--- src/rtl/tuner_phy_pkg.sv ---
// Shared types for the ring tuner PHY stack: sequencer state encoding and
// the request/status flags the sequencer decodes from its next state.
package tuner_phy_pkg;

  typedef enum logic [2:0] {
    ST_IDLE     = 3'd0,
    ST_SEARCH   = 3'd1,
    ST_SELECT   = 3'd2,
    ST_LOCK_ACQ = 3'd3,
    ST_LOCKED   = 3'd4,
    ST_BACKOFF  = 3'd5,
    ST_FAULT    = 3'd6
  } tuner_seq_state_e;

  typedef struct packed {
    logic search_req;
    logic lock_req;
    logic locked;
    logic err;
  } seq_flags_t;

  // Flag set that is valid while the sequencer sits in state s.
  function automatic seq_flags_t flags_of(input tuner_seq_state_e s);
    seq_flags_t f;
    f = '0;
    case (s)
      ST_SEARCH:   f.search_req = 1'b1;
      ST_LOCK_ACQ: f.lock_req   = 1'b1;
      ST_LOCKED: begin
        f.lock_req = 1'b1;
        f.locked   = 1'b1;
      end
      ST_FAULT:    f.err        = 1'b1;
      default:     ;
    endcase
    return f;
  endfunction

endpackage

--- src/rtl/tuner_seq_peak_buf.sv ---
// Peak capture buffer: stores peaks in arrival order, counts them, and flags
// any peak dropped because the buffer was already full.
module tuner_seq_peak_buf #(
  parameter int NUM_TARGET = 8,
  parameter int DATA_W     = 16,
  localparam int IDX_W     = $clog2(NUM_TARGET),
  localparam int CNT_W     = $clog2(NUM_TARGET + 1)
) (
  input  logic              clk,
  input  logic              rst_n,
  input  logic              clear,
  input  logic              wr_val,
  input  logic [DATA_W-1:0] wr_data,
  input  logic [IDX_W-1:0]  rd_idx,
  output logic [CNT_W-1:0]  count,
  output logic              ovf,
  output logic [DATA_W-1:0] rd_data
);

  logic [DATA_W-1:0] mem [NUM_TARGET];
  logic              full;

  assign full = (count == CNT_W'(NUM_TARGET));

  always_ff @(posedge clk or negedge rst_n) begin
    // NOTE: sequential state uses non-blocking assignments so every flop
    // samples the pre-edge values regardless of statement order.
    if (!rst_n) begin
      count <= '0;
      ovf   <= 1'b0;
    end else if (clear) begin
      count <= '0;
      ovf   <= 1'b0;
    end else if (wr_val) begin
      if (full) ovf   <= 1'b1;
      else      count <= count + CNT_W'(1);
    end
  end

  // NOTE: the storage array has no reset; entries are only ever read below
  // the valid count, so stale contents are never observed.
  always_ff @(posedge clk) begin
    if (wr_val && !full && !clear) mem[count[IDX_W-1:0]] <= wr_data;
  end

  assign rd_data = mem[rd_idx];

endmodule

--- src/rtl/tuner_seq_ctrl.sv ---
// Ring tuner sequencer: search, peak selection, lock acquisition and lock
// maintenance with bounded retry and a terminal fault state.
module tuner_seq_ctrl
  import tuner_phy_pkg::*;
#(
  parameter int DAC_WIDTH      = 8,
  parameter int ADC_WIDTH      = 8,
  parameter int NUM_TARGET     = 8,
  parameter int LOCK_TIMEOUT   = 1024,
  parameter int BACKOFF_CYCLES = 16,
  parameter int MAX_RETRY      = 3
) (
  input  logic                            i_clk,
  input  logic                            i_rst_n,
  input  logic                            i_en,
  input  logic [$clog2(NUM_TARGET)-1:0]   i_cfg_target_idx,
  output logic                            o_search_req,
  input  logic                            i_peak_val,
  input  logic [ADC_WIDTH-1:0]            i_peak_pwr,
  input  logic [DAC_WIDTH-1:0]            i_peak_tune,
  input  logic                            i_search_done,
  output logic                            o_lock_req,
  output logic [ADC_WIDTH-1:0]            o_lock_pwr_peak,
  output logic [DAC_WIDTH-1:0]            o_lock_tune_peak,
  input  logic                            i_lock_locked,
  input  logic                            i_lock_lost,
  output logic                            o_locked,
  output logic                            o_err,
  output logic                            o_peak_ovf,
  output logic [$clog2(MAX_RETRY+1)-1:0]  o_retry_cnt,
  output tuner_seq_state_e                o_state_mon
);

  localparam int CNT_W   = $clog2(NUM_TARGET + 1);
  localparam int RETRY_W = $clog2(MAX_RETRY + 1);
  localparam int PEAK_W  = ADC_WIDTH + DAC_WIDTH;
  localparam int TMAX    = (LOCK_TIMEOUT > BACKOFF_CYCLES) ? LOCK_TIMEOUT : BACKOFF_CYCLES;
  localparam int TIMER_W = $clog2(TMAX + 1);

  tuner_seq_state_e   state, state_next;
  seq_flags_t         flags;
  logic [TIMER_W-1:0] timer;
  logic [RETRY_W-1:0] retry_cnt;

  logic               buf_clear;
  logic               buf_wr;
  logic [CNT_W-1:0]   buf_count;
  logic               buf_ovf;
  logic [PEAK_W-1:0]  buf_rd_data;
  logic               sel_load;
  logic               retry_inc;
  logic               retry_clr;

  assign buf_wr = i_en && (state == ST_SEARCH) && i_peak_val;

  tuner_seq_peak_buf #(
    .NUM_TARGET (NUM_TARGET),
    .DATA_W     (PEAK_W)
  ) u_peak_buf (
    .clk     (i_clk),
    .rst_n   (i_rst_n),
    .clear   (buf_clear),
    .wr_val  (buf_wr),
    .wr_data ({i_peak_pwr, i_peak_tune}),
    .rd_idx  (i_cfg_target_idx),
    .count   (buf_count),
    .ovf     (buf_ovf),
    .rd_data (buf_rd_data)
  );

  always_comb begin
    // NOTE: every signal gets a default before the case so no path leaves
    // one unassigned, which would otherwise infer a latch.
    state_next = state;
    buf_clear  = 1'b0;
    sel_load   = 1'b0;
    retry_inc  = 1'b0;
    retry_clr  = 1'b0;

    if (!i_en) begin
      state_next = ST_IDLE;
      buf_clear  = 1'b1;
      retry_clr  = 1'b1;
    end else begin
      case (state)
        ST_IDLE: begin
          state_next = ST_SEARCH;
          buf_clear  = 1'b1;
        end
        ST_SEARCH: begin
          if (i_search_done) state_next = ST_SELECT;
        end
        ST_SELECT: begin
          if (CNT_W'(i_cfg_target_idx) < buf_count) begin
            state_next = ST_LOCK_ACQ;
            sel_load   = 1'b1;
          end else begin
            retry_inc  = 1'b1;
          end
        end
        ST_LOCK_ACQ: begin
          if (i_lock_locked)                              state_next = ST_LOCKED;
          else if (timer == TIMER_W'(LOCK_TIMEOUT - 1))   retry_inc  = 1'b1;
        end
        ST_LOCKED: begin
          if (i_lock_lost) retry_inc = 1'b1;
        end
        ST_BACKOFF: begin
          if (timer == TIMER_W'(BACKOFF_CYCLES - 1)) begin
            state_next = ST_SEARCH;
            buf_clear  = 1'b1;
          end
        end
        ST_FAULT: state_next = ST_FAULT;
        default:  state_next = ST_IDLE;
      endcase

      // Shared retry path: exhausted retries end in FAULT instead of BACKOFF.
      if (retry_inc) begin
        if (retry_cnt == RETRY_W'(MAX_RETRY)) begin
          state_next = ST_FAULT;
          retry_inc  = 1'b0;
        end else begin
          state_next = ST_BACKOFF;
        end
      end
    end
  end

  always_ff @(posedge i_clk or negedge i_rst_n) begin
    if (!i_rst_n) begin
      state            <= ST_IDLE;
      flags            <= '0;
      timer            <= '0;
      retry_cnt        <= '0;
      o_lock_pwr_peak  <= '0;
      o_lock_tune_peak <= '0;
    end else begin
      state <= state_next;
      flags <= flags_of(state_next);

      // Timer runs only in the two timed states and restarts on every entry.
      if (state_next != state)
        timer <= '0;
      else if (state == ST_LOCK_ACQ || state == ST_BACKOFF)
        timer <= timer + TIMER_W'(1);

      if (retry_clr || (state_next == ST_LOCKED && state != ST_LOCKED))
        retry_cnt <= '0;
      else if (retry_inc)
        retry_cnt <= retry_cnt + RETRY_W'(1);

      if (sel_load) {o_lock_pwr_peak, o_lock_tune_peak} <= buf_rd_data;
    end
  end

  assign o_search_req = flags.search_req;
  assign o_lock_req   = flags.lock_req;
  assign o_locked     = flags.locked;
  assign o_err        = flags.err;
  assign o_peak_ovf   = buf_ovf;
  assign o_retry_cnt  = retry_cnt;
  assign o_state_mon  = state;

endmodule

--- config.mk ---
export PLATFORM = sky130hd
export DESIGN_NAME = tuner_seq_ctrl
export DESIGN_NICKNAME = d
export VERILOG_FILES = /design/src/rtl/tuner_phy_pkg.sv /design/src/rtl/tuner_seq_peak_buf.sv /design/src/rtl/tuner_seq_ctrl.sv
export SDC_FILE = /design/constraint.sdc
export NUM_CORES = 1
export LEC_CHECK = 0
export ABC_AREA = 1
export BUFFER_PORTS_ARGS = -buffer_cell sky130_fd_sc_hd__buf_2
export CORE_ASPECT_RATIO = 1.1
export CORE_MARGIN = 3
export CORE_UTILIZATION = 60
export CTS_BUF_LIST = sky130_fd_sc_hd__clkbuf_8
export DETAILED_ROUTE_END_ITERATION = 6
export PLACE_DENSITY = 0.79
export RECOVER_POWER = 100
export SLEW_MARGIN = 5
export SYNTH_ARGS = -nofsm -noshare
export SYNTH_HDL_FRONTEND = slang
export SYNTH_SLANG_ARGS = --single-unit
--- constraint.sdc ---
create_clock -name i_clk -period 3.6 [get_ports i_clk]
set_clock_uncertainty 0.2 [all_clocks]
set_input_delay 0 -clock i_clk [delete_from_list [all_inputs] [get_ports i_clk]]
set_output_delay 0 -clock i_clk [all_outputs]
set_load 0.02 [all_outputs]
After elaboration in Yosys (flattened, before gate mapping)
Memories as Yosys holds them, arrays and structs flattened. A register that Yosys moved wholly into a read port is not among the register bits.
Cells that the tools add are included.
{"block": "word_totals", "output_inout_bits": 26, "memories": 1, "ram_bits": 128, "regBits": 25, "in_bits": 26}
{"block": "classes", "reduce_logical": 18, "mux": 40, "n_eq_ne": 17, "order_cmp": 1, "add_sub_neg": 3}
{"name": "u_peak_buf.mem", "words": 8, "word_bits": 16, "rd": 1, "rd_ports_with_merged_regs": 1, "write_ports": 1, "line": "tuner_seq_peak_buf.sv:20", "source": "logic [DATA_W-1:0] mem [NUM_TARGET];"}
{"cell": "1-bit 2-to-1 mux", "n": 23}
{"cell": "11-bit 2-to-1 mux", "n": 2}
{"cell": "3-bit one-hot mux with 7 select lines", "n": 1}
{"cell": "3-bit 2-to-1 mux", "n": 6}
{"cell": "3-bit equality test, second input constant", "n": 5}
{"cell": "4-bit 2-to-1 mux", "n": 3}
{"cell": "11-bit by 1-bit adder with 11-bit output, second input constant", "n": 1}
{"cell": "11-bit by 10-bit equality test with 1-bit output, second input constant", "n": 1}
{"cell": "11-bit by 4-bit equality test with 1-bit output, second input constant", "n": 1}
{"cell": "3-bit by 2-bit equality test with 1-bit output, second input constant", "n": 3}
{"cell": "2-bit nonzero test", "n": 4}
{"cell": "3-bit by 1-bit equality test with 1-bit output, second input constant", "n": 2}
{"cell": "2-bit 2-to-1 mux", "n": 3}
{"cell": "1-bit logical AND", "n": 5}
{"cell": "4-bit by 1-bit adder with 4-bit output, second input constant", "n": 1}
{"cell": "4-bit equality test, second input constant", "n": 1}
{"cell": "3-bit by 4-bit < comparator with 1-bit output", "n": 1}
{"cell": "2-bit AND reduction", "n": 2}
{"cell": "1-bit logical NOT", "n": 3}
{"cell": "3-bit logical NOT", "n": 1}
{"cell": "3-bit != test", "n": 1}
{"cell": "3-bit != test, second input constant", "n": 1}
{"cell": "1-bit one-hot mux with 3 select lines", "n": 1}
{"cell": "2-bit by 1-bit adder with 2-bit output, second input constant", "n": 1}
{"cell": "5 further kinds", "n": 6}

Longest topological paths before layout
Gate-level depths: netlist (run 1).
{"block": "depth", "ltp_word": 11, "mapped_depth": 15, "depth_no_buf": 14}

Cells and area by module
A second synthesis (run 1) with hierarchy kept.
{"block": "hier_totals", "hier_cells": 805, "hier_area_um2": 7835.0}
{"module": "tuner_seq_peak_buf", "seq_area_each_um2": 3968.8, "area_per_inst_um2": 5938.2, "cells_each": 601, "n_inst": 1}
{"module": "tuner_seq_ctrl", "seq_area_each_um2": 900.9, "area_per_inst_um2": 1896.8, "cells_each": 204, "n_inst": 1}

Worst setup path after synthesis (run 1)
OpenSTA, ideal clock, no wires.
{"block": "synth_path", "path_kind": "reg2reg", "from": "reg state[2] (netlist: o_state_mon[2])", "to": "mem u_peak_buf.mem[3][0] (enable)", "required_time_ns": 2.991, "slack_ns": 0.443, "path_stages_with_launch": 11, "arrival_ns": 2.548, "setup_time_ns": 0.409, "cell_sequence": "dfrtp_1 > buf_4 > nor2_1 > nand2_1 > inv_1 > nand3_1 > nor2_1 > inv_1 > nor2_1 > inv_1 > nor3_1"}
{"block": "synth_between", "elab_chain_cells": 7, "word_cells_on_any_way": 12, "classes_between": "eq/ne: 2; mux: 4; reduce/logical: 6"}
{"item": "start, declared", "line": "tuner_seq_ctrl.sv:40", "source": "tuner_seq_state_e state, state_next;"}
{"item": "start signal, assigned", "line": "tuner_seq_ctrl.sv:139", "source": "state <= state_next;"}
{"item": "3-bit equality test (tied with other cells)", "line": "tuner_seq_ctrl.sv:85", "source": "case (state)"}
{"item": "1-bit one-hot mux with 2 select lines or 1-bit logical AND (tied branches)", "line": "tuner_seq_ctrl.sv:85, tuner_seq_ctrl.sv:54"}
{"item": "1-bit 2-to-1 mux or 1-bit logical AND (tied branches)", "line": "tuner_seq_ctrl.sv:80, tuner_seq_ctrl.sv:54"}
{"item": "1-bit logical NOT or 1-bit logical AND (tied branches)", "line": "tuner_seq_peak_buf.sv:43", "source": "if (wr_val && !full && !clear) mem[count[IDX_W-1:0]] <= wr_data;"}
{"item": "1-bit logical AND (*)", "line": "tuner_seq_peak_buf.sv:43"}
{"item": "1-bit 2-to-1 mux (*)", "line": "tuner_seq_peak_buf.sv:43"}
{"item": "1-bit 2-to-1 mux (not written as such) (*)", "line": "tuner_seq_peak_buf.sv:43"}
{"item": "end, declared", "line": "tuner_seq_peak_buf.sv:20"}
Mark *: on every way between the ends. The rest lies on a longest branch, timed or not.

Worst setup path in the final report (run 1)
{"block": "layout_path", "from": "reg state[2] (netlist: o_state_mon[2])", "to": "mem u_peak_buf.mem[5][4] (enable)"}
The elaborated chain is that of the path after synthesis.

==> results of run 1 <==
[per-stage QoR]
stage / util (%) / std cells
2_1_floorplan: - / 604
3_3_place_gp: 65.7 / 789
3_5_place_dp: 65.7 / 789
4_1_cts: 71.3 / 845
5_1_grt: 70.1 / 845
6_report: 70.1 / 845
[cell usage after synthesis]
cell type | count | area share, %
nor2_1 | 119 | 6.3
o21ai_2 | 1 | 0.12
buf_6 | 1 | 0.16
edfxtp_1 | 128 | 54
nand2_1 | 68 | 3.6
o22ai_1 | 1 | 0.088
nor3_1 | 10 | 0.70
nor2_8 | 1 | 0.28
o21a_1 | 16 | 1.7
o21bai_1 | 2 | 0.21
nor2_2 | 14 | 1.2
mux2i_1 | 1 | 0.14
a21oi_1 | 2 | 0.14
o32ai_1 | 32 | 3.9
nand3_2 | 3 | 0.42
xor2_1 | 7 | 0.86
nor2_4 | 4 | 0.63
o21ai_0 | 37 | 2.6
clkbuf_1 | 15 | 0.79
nand2_4 | 2 | 0.32
buf_2 | 5 | 0.35
buf_4 | 2 | 0.21
buf_1 | 7 | 0.37
o31ai_1 | 1 | 0.11
dfrtp_1 | 41 | 14
ha_1 | 6 | 1.1
nand3_4 | 1 | 0.25
nand4_1 | 6 | 0.53
inv_2 | 2 | 0.11
inv_1 | 28 | 1.5
nand2_2 | 7 | 0.61
nand3_1 | 30 | 2.1
xnor2_1 | 4 | 0.49
[cells by family after synthesis]
logic type | Yosys count
adder cells (fa/ha/maj) | 6
multiplexers | 1
AND/OR/NAND/NOR | 265
AO/OA/AOI/OAI | 92
XOR/XNOR | 11
buffers and inverters | 60
flip-flops | 169
[flip-flops by register name, indices dropped and copies added (netlist names)]
register          flops
o_retry_cnt           2
o_lock_pwr_peak       8
o_lock_req            1
u_peak_buf.ovf        1
o_search_req          1
u_peak_buf.mem      128
u_peak_buf.count      4
o_locked              1
o_err                 1
timer                11
o_state_mon           3
o_lock_tune_peak      8
[where the power goes]
part	internal, mW	switching, mW
registers	2.25	0.101
logic	0.287	0.670
clock network	0.690	0.681
total	3.23	1.45
[worst max path at each step]
stage | startpoint | endpoint | slack (ns) | cells past startpoint
after floorplan | o_state_mon[2] | u_peak_buf.mem[3][0] | 0.44 | 10
after global routing | o_state_mon[2] | u_peak_buf.mem[3][11] | 0.21 | 10
final | o_state_mon[2] | u_peak_buf.mem[5][4] | 0.39 | 10
after CTS | u_peak_buf.count[1] | u_peak_buf.mem[1][4] | 0.65 | 10
after global placement | u_peak_buf.count[1] | u_peak_buf.mem[1][6] | 0.82 | 10
after detailed placement | u_peak_buf.count[1] | u_peak_buf.mem[1][6] | 0.67 | 10
[per-layer routing]
layer	track usage, %	share of wire, %	vias to the layer above
met5	0	0	-
met1	31.2	41	2358
met2	38.5	49	184
li1	-	-	2283
met4	12.4	3.2	0
met3	6.35	6.4	36
[what timing repair did]
item	CTS	global route
resized for setup	0	0
hold buffers	24	0
endpoints found under the hold margin	197	0
[final cells by class]
cell class                      instances  area share [%]
Timing Repair Buffer                   89            6.29
Clock buffer                           17            2.89
Inverter                               30            1.39
Multi-Input combinational cell        375            24.7
Sequential cell                       169            60.2
Tap cell                              150            2.32
Clock inverter                         15            2.18
==> summary.md, run 1 <==
| Metric | Value |
|---|---|
| Synth unique cells | 33 |
| Number of levels the H-tree was split into | 4 |
| Number of maximum-capacitance constraint violations | 1 |
| Arithmetic-cell share of the synthesized area counting full adders, half adders and majority gates | roughly 1.1% |
| Cell depth of the worst hold path | 2 |
| Post-detailed-route DRC marker count | 0 |
| Initial core utilization | around 60% |
| Synth Area in Simple Gates | 16.9% |
| Worst-path cell chain | nor2_1 > nand2_1 > inv_1 > nand3_1 > nor2_1 > inv_1 > nor2_1 > inv_1 > nor3_2 > clkbuf_1 |
| Count of final setup violators | 0 |
| Violated checks | capacitance limit, slew limit |
| Largest fanout on the critical path | 10 |
| Run status | finished with violations |
| Vias after detailed routing | ~5k |
| Number of buffers on the longest clock path | 2 |
| Maximum number of pins on one net before global-route repair | between 60 and 70 |
| Post-synthesis xor/xnor area fraction | approximately 1.3% |
| Family with the most delay on the worst path | simple AND/OR/NAND/NOR gates |
| End point of the most critical hold path | u_peak_buf.mem[3][7] |
| Share of the clock period used by the worst path after layout | about nine tenths |
| CP endpoint kind | register |
| Initial antenna violation count | 0 |
| Violation count after the first detailed-routing iteration | 449 |
| Drt total wl | about 15,000 um |
| Seq/Total Area, Yosys | approximately two thirds |
| Yosys warns | 0 |
| Netlist Area Pre-Place | just over 0.007 mm^2 |
| Critical path buffer and inverter count | 4 |
| CP required | between 3 and 4 ns |
| Net Count, Synth | about 640 |
| Minimum hold slack | about 0.26 ns |
| First-pass GRT wire length | around 24,000 um |
| Clock transition at the registers of the reported paths | around 0.090 ns |
| TritonCTS clock tree | yes |
| Element type at the critical path start | register |
| # port buffers | 51 |
| Fill count | slightly above 800 |
| Final hold vios | 0 |
| Area fraction in compound gates after synthesis | between 8 and 9% |
| Final Wtd Congestion | around 0.9 |
| Number of cells on the worst reg-to-reg path | 10 |
| Register area | between 0.004 and 0.005 mm^2 |
| Row Count | approximately 40 |
| Most frequent cells in the layout | edfxtp_1 (128), nor2_1 (120), nand2_1 (70) |
| Multi-input combinational cell area | 0.00200 mm^2 |
| Number of antenna diodes | 0 |
| Root buffer cell | clkbuf_8 |
| Cell type of the slowest stage on the worst timing path | dfrtp_1 |
| TritonCTS buffer count | 17 |
| Maximum clock rate | 0.312 GHz |
| Placed standard-cell area | about 0.0076 mm^2 |
| Global-route usage over all layers | around 24% |
| Net count of the finished layout | 714 |
| Vias per cell | 5.75 |
| Endpoint of the most critical register-to-register path | u_peak_buf.mem[5][4] |
| Boundary pin count | 52 |
| Relative slew margins | -62.2% |
| Post-CTS Setup Bufs | 0 |
| Leakage | slightly below 3 nW |
| RSZ-0062 raised after global routing | false |
| Transition time of the tightest slew-check pin | around 2.4 ns |
| Synthesized flop and latch total | 169 |
| Post-Route Setup TNS | 0 ns |
| FF-to-FF Start | o_state_mon[2] |
| Grt ovf | 0 |
| Die height | 120 um |
| Largest family of logic cells by synthesized area | simple AND/OR/NAND/NOR gates |
| Startpoint of the lowest-slack hold path | i_peak_tune[7] |
| Portion of netlist area occupied by mux cells | 0.140% |
| Setup slack at placement | approximately 0.67 ns |
| Post-route setup slack | just under 0.4 ns |
| Fin area | a little over 0.008 mm^2 |
| Kind of path behind the tightest hold check | input port to register |
| Setup slack on the worst flop-to-flop path | about 0.39 ns |
| Gate count of the mapped netlist | 604 |
| Floorplan die area | 0.0132 mm^2 |
| CP peak stage delay | approximately 0.52 ns |
| Total power divided by cell area | around 580 mW/mm^2 |
| Peak ir drop on the vdd network | ~0.00030 V |
| Category of the most critical setup path | register to register |
| Core area | about 0.012 mm^2 |
| Width of the chip | roughly 110 um |
| Final count of pins violating max slew | 42 |
| Shortest period the worst path allows | approximately 3.2 ns |
| Hpwl dp | slightly above 9000 um |
| Clock sink count | approximately 170 |
| Share of layout cells above drive strength 1 | around 11% |
| Leading cell type in the layout, fill and taps excluded | edfxtp_1 |
| Mean Syn Cell Area | 11.8 um^2 |
| Post-DRT Antenna Nets | 0 |
| Total chip power | about 4.7 mW |
| Data arrival at the endpoint of the critical path | between 3 and 4 ns |
| Clock latency of the later-clocked register in the worst-skew pair | about 0.45 ns |
| Wirelength per Cell | roughly 18 um |
| Synthesis-to-layout area growth | 13.4% |
| Number of global-route vias before repair | between 4k and 5k |
| First drt pass iteration count | 5 |
No activity file was read; power rests on OpenSTA's default activity.
==> run 2: changes to the inputs <==
- clock period: 3.6 -> 4 ns (I/O delays scaled with it)
==> run 2 against run 1 <==
The run still ends with capacitance limit, slew limit left. Total power down 9.8%. Sequential power down 9.7%. Routed wire length up 2.5%. Clock power down 9%. Maximum frequency down 5.2%. Die area unchanged. Largest cell class unchanged. Highest routed layer unchanged.
==> summary.md, run 2 (synthesis results as in run 1) <==
| Metric | Value |
|---|---|
| Share of the clock period used by the worst path after layout | 84.7% |
| Placed standard-cell area | 0.00760 mm^2 |
| TritonCTS clock tree | yes |
| Grt ovf | 0 |
| Fin area | 0.00806 mm^2 |
| Clock transition at the registers of the reported paths | ~0.09 ns |
| Shortest period the worst path allows | 3.39 ns |
| Number of buffers on the longest clock path | 2 |
| Number of levels the H-tree was split into | 4 |
| Die height | between 100 and 150 um |
| Number of cells on the worst reg-to-reg path | 15 |
| Post-Route Setup TNS | 0 ns |
| Initial core utilization | between 60 and 70% |
| Kind of path behind the tightest hold check | input port to register |
| End point of the most critical hold path | o_state_mon[1] |
| Global-route usage over all layers | about a quarter |
| Final Wtd Congestion | 0.840 |
| Count of final setup violators | 0 |
| Row Count | 41 |
| Relative slew margins | -59.3% |
| First drt pass iteration count | 5 |
| Width of the chip | ~110 um |
| Vias after detailed routing | roughly 4.8k |
| Floorplan die area | 0.0132 mm^2 |
| Transition time of the tightest slew-check pin | approximately 2.4 ns |
| FF-to-FF Start | u_peak_buf.count[2] |
| Number of antenna diodes | 0 |
| Post-detailed-route DRC marker count | 0 |
| Maximum clock rate | 0.295 GHz |
| Root buffer cell | clkbuf_8 |
| Hpwl dp | approximately 9200 um |
| Cell depth of the worst hold path | 7 |
| Setup slack at placement | between 1 and 1.5 ns |
| Vias per cell | about 5.7 |
| Synthesis-to-layout area growth | 12.9% |
| Total power divided by cell area | roughly 520 mW/mm^2 |
| Peak ir drop on the vdd network | between 0.0002 and 0.0003 V |
| Largest fanout on the critical path | 11 |
| Initial antenna violation count | 0 |
| Data arrival at the endpoint of the critical path | roughly 3.6 ns |
| Number of maximum-capacitance constraint violations | 1 |
| First-pass GRT wire length | about 24,000 um |
| Core area | 0.0115 mm^2 |
| Post-DRT Antenna Nets | 0 |
| Element type at the critical path start | register |
| Post-route setup slack | between 0.6 and 0.7 ns |
| Endpoint of the most critical register-to-register path | timer[7] |
| Startpoint of the lowest-slack hold path | i_lock_lost |
| Leakage | around 2.9 nW |
| Final Util | between 60 and 70% |
| Clock latency of the later-clocked register in the worst-skew pair | ~0.44 ns |
| Number of global-route vias before repair | 4,882 |
| Drt total wl | roughly 15,000 um |
| Category of the most critical setup path | register to register |
| RSZ-0062 raised after global routing | false |
| Maximum number of pins on one net before global-route repair | between 60 and 70 |
| # port buffers | around 50 |
| Most frequent cells in the layout | edfxtp_1 (128), nor2_1 (122), nand2_1 (71) |
| Run status | finished with violations |
| Violated checks | capacitance limit, slew limit |
| Wirelength per Cell | roughly 18 um |
| Net count of the finished layout | slightly above 700 |
| Clock sink count | roughly 170 |
| Final hold vios | 0 |
| Violation count after the first detailed-routing iteration | about 430 |
| Share of layout cells above drive strength 1 | about 9.8% |
| CP required | approximately 4.2 ns |
| Boundary pin count | 52 |
| Final count of pins violating max slew | 42 |
| Setup slack on the worst flop-to-flop path | just over 0.6 ns |
| CP endpoint kind | register |
| Leading cell type in the layout, fill and taps excluded | edfxtp_1 |
| Largest register FFs | ~130 |
| TritonCTS buffer count | 17 |
[run 2: cell types whose count changed in the layout (fill, tap and decap cells not counted), sizes merged]
cell | previous run | this run
inv | 34 | 35
clkbuf | 70 | 73
clkinvlp | 3 | 2
buf | 12 | 11
[run 2: stage by stage]
stage	hold slack [ns]	total power [mW]	instances
2_1_floorplan	-0.496	2.81	604
3_3_place_gp	0.0174	3.04	791
3_5_place_dp	0.0374	3.07	791
4_1_cts	0.00539	4.32	847
5_1_grt	0.166	4.41	847
6_report	0.0769	4.22	847
[run 2: worst max-delay path by stage]
stage | cells past startpoint | slack [ns] | startpoint | endpoint
finish | 15 | 0.61 | u_peak_buf.count[2] | timer[7]
global route | 15 | 0.31 | u_peak_buf.count[2] | timer[7]
CTS | 15 | 0.76 | u_peak_buf.count[2] | timer[10]
detailed placement | 9 | 1.30 | u_peak_buf.count[1] | u_peak_buf.mem[7][12]
global placement | 9 | 1.45 | u_peak_buf.count[1] | u_peak_buf.mem[7][13]
floorplan | 10 | 0.84 | o_state_mon[2] | u_peak_buf.mem[3][0]
[run 2: per-layer routing]
metal | part of all wire (%) | global-route usage (%)
met5 | 0 | 0
met4 | 2.3 | 10.2
met3 | 6.6 | 5.07
met2 | 51 | 40.3
met1 | 40 | 30.9
[run 2: layout make-up]
type | count | area, um^2
inverter | 30 | 113
timing repair buffer | 91 | 513
sequential | 169 | 4870
multi-input combinational | 375 | 1970
clock inverter | 15 | 174
tap | 150 | 188
clock buffer | 17 | 234
fill | 847 | 3480
[run 2: timing repair]
| action | in CTS | in global routing |
|---|---|---|
| hold buffers | 24 | 0 |
| gates resized for setup | 0 | 0 |
| setup buffers | 0 | 0 |
| endpoints found under the hold margin | 197 | 0 |
[run 2: power by group]
part           internal [mW]  switching (mW)  total, mW
Combinational          0.271           0.588      0.859
Sequential              2.03          0.0988       2.13
Clock                  0.620           0.616       1.24
Total                   2.92            1.30       4.22
[run 2: worst max-delay path: stages, from the launching register on]
cell and delay [ns]:
dfrtp_1 0.50, inv_1 0.16, ha_1 0.30, inv_1 0.04, nor2_1 0.08, nand2_1 0.09, nand2_1 0.07, nand2_1 0.06
nand2_1 0.23, nor2_4 0.05, dlygate4sd3_1 0.58, nor2_1 0.32, nand2_2 0.07, nand2_1 0.09, nand3_2 0.30, nor2_1 0.19
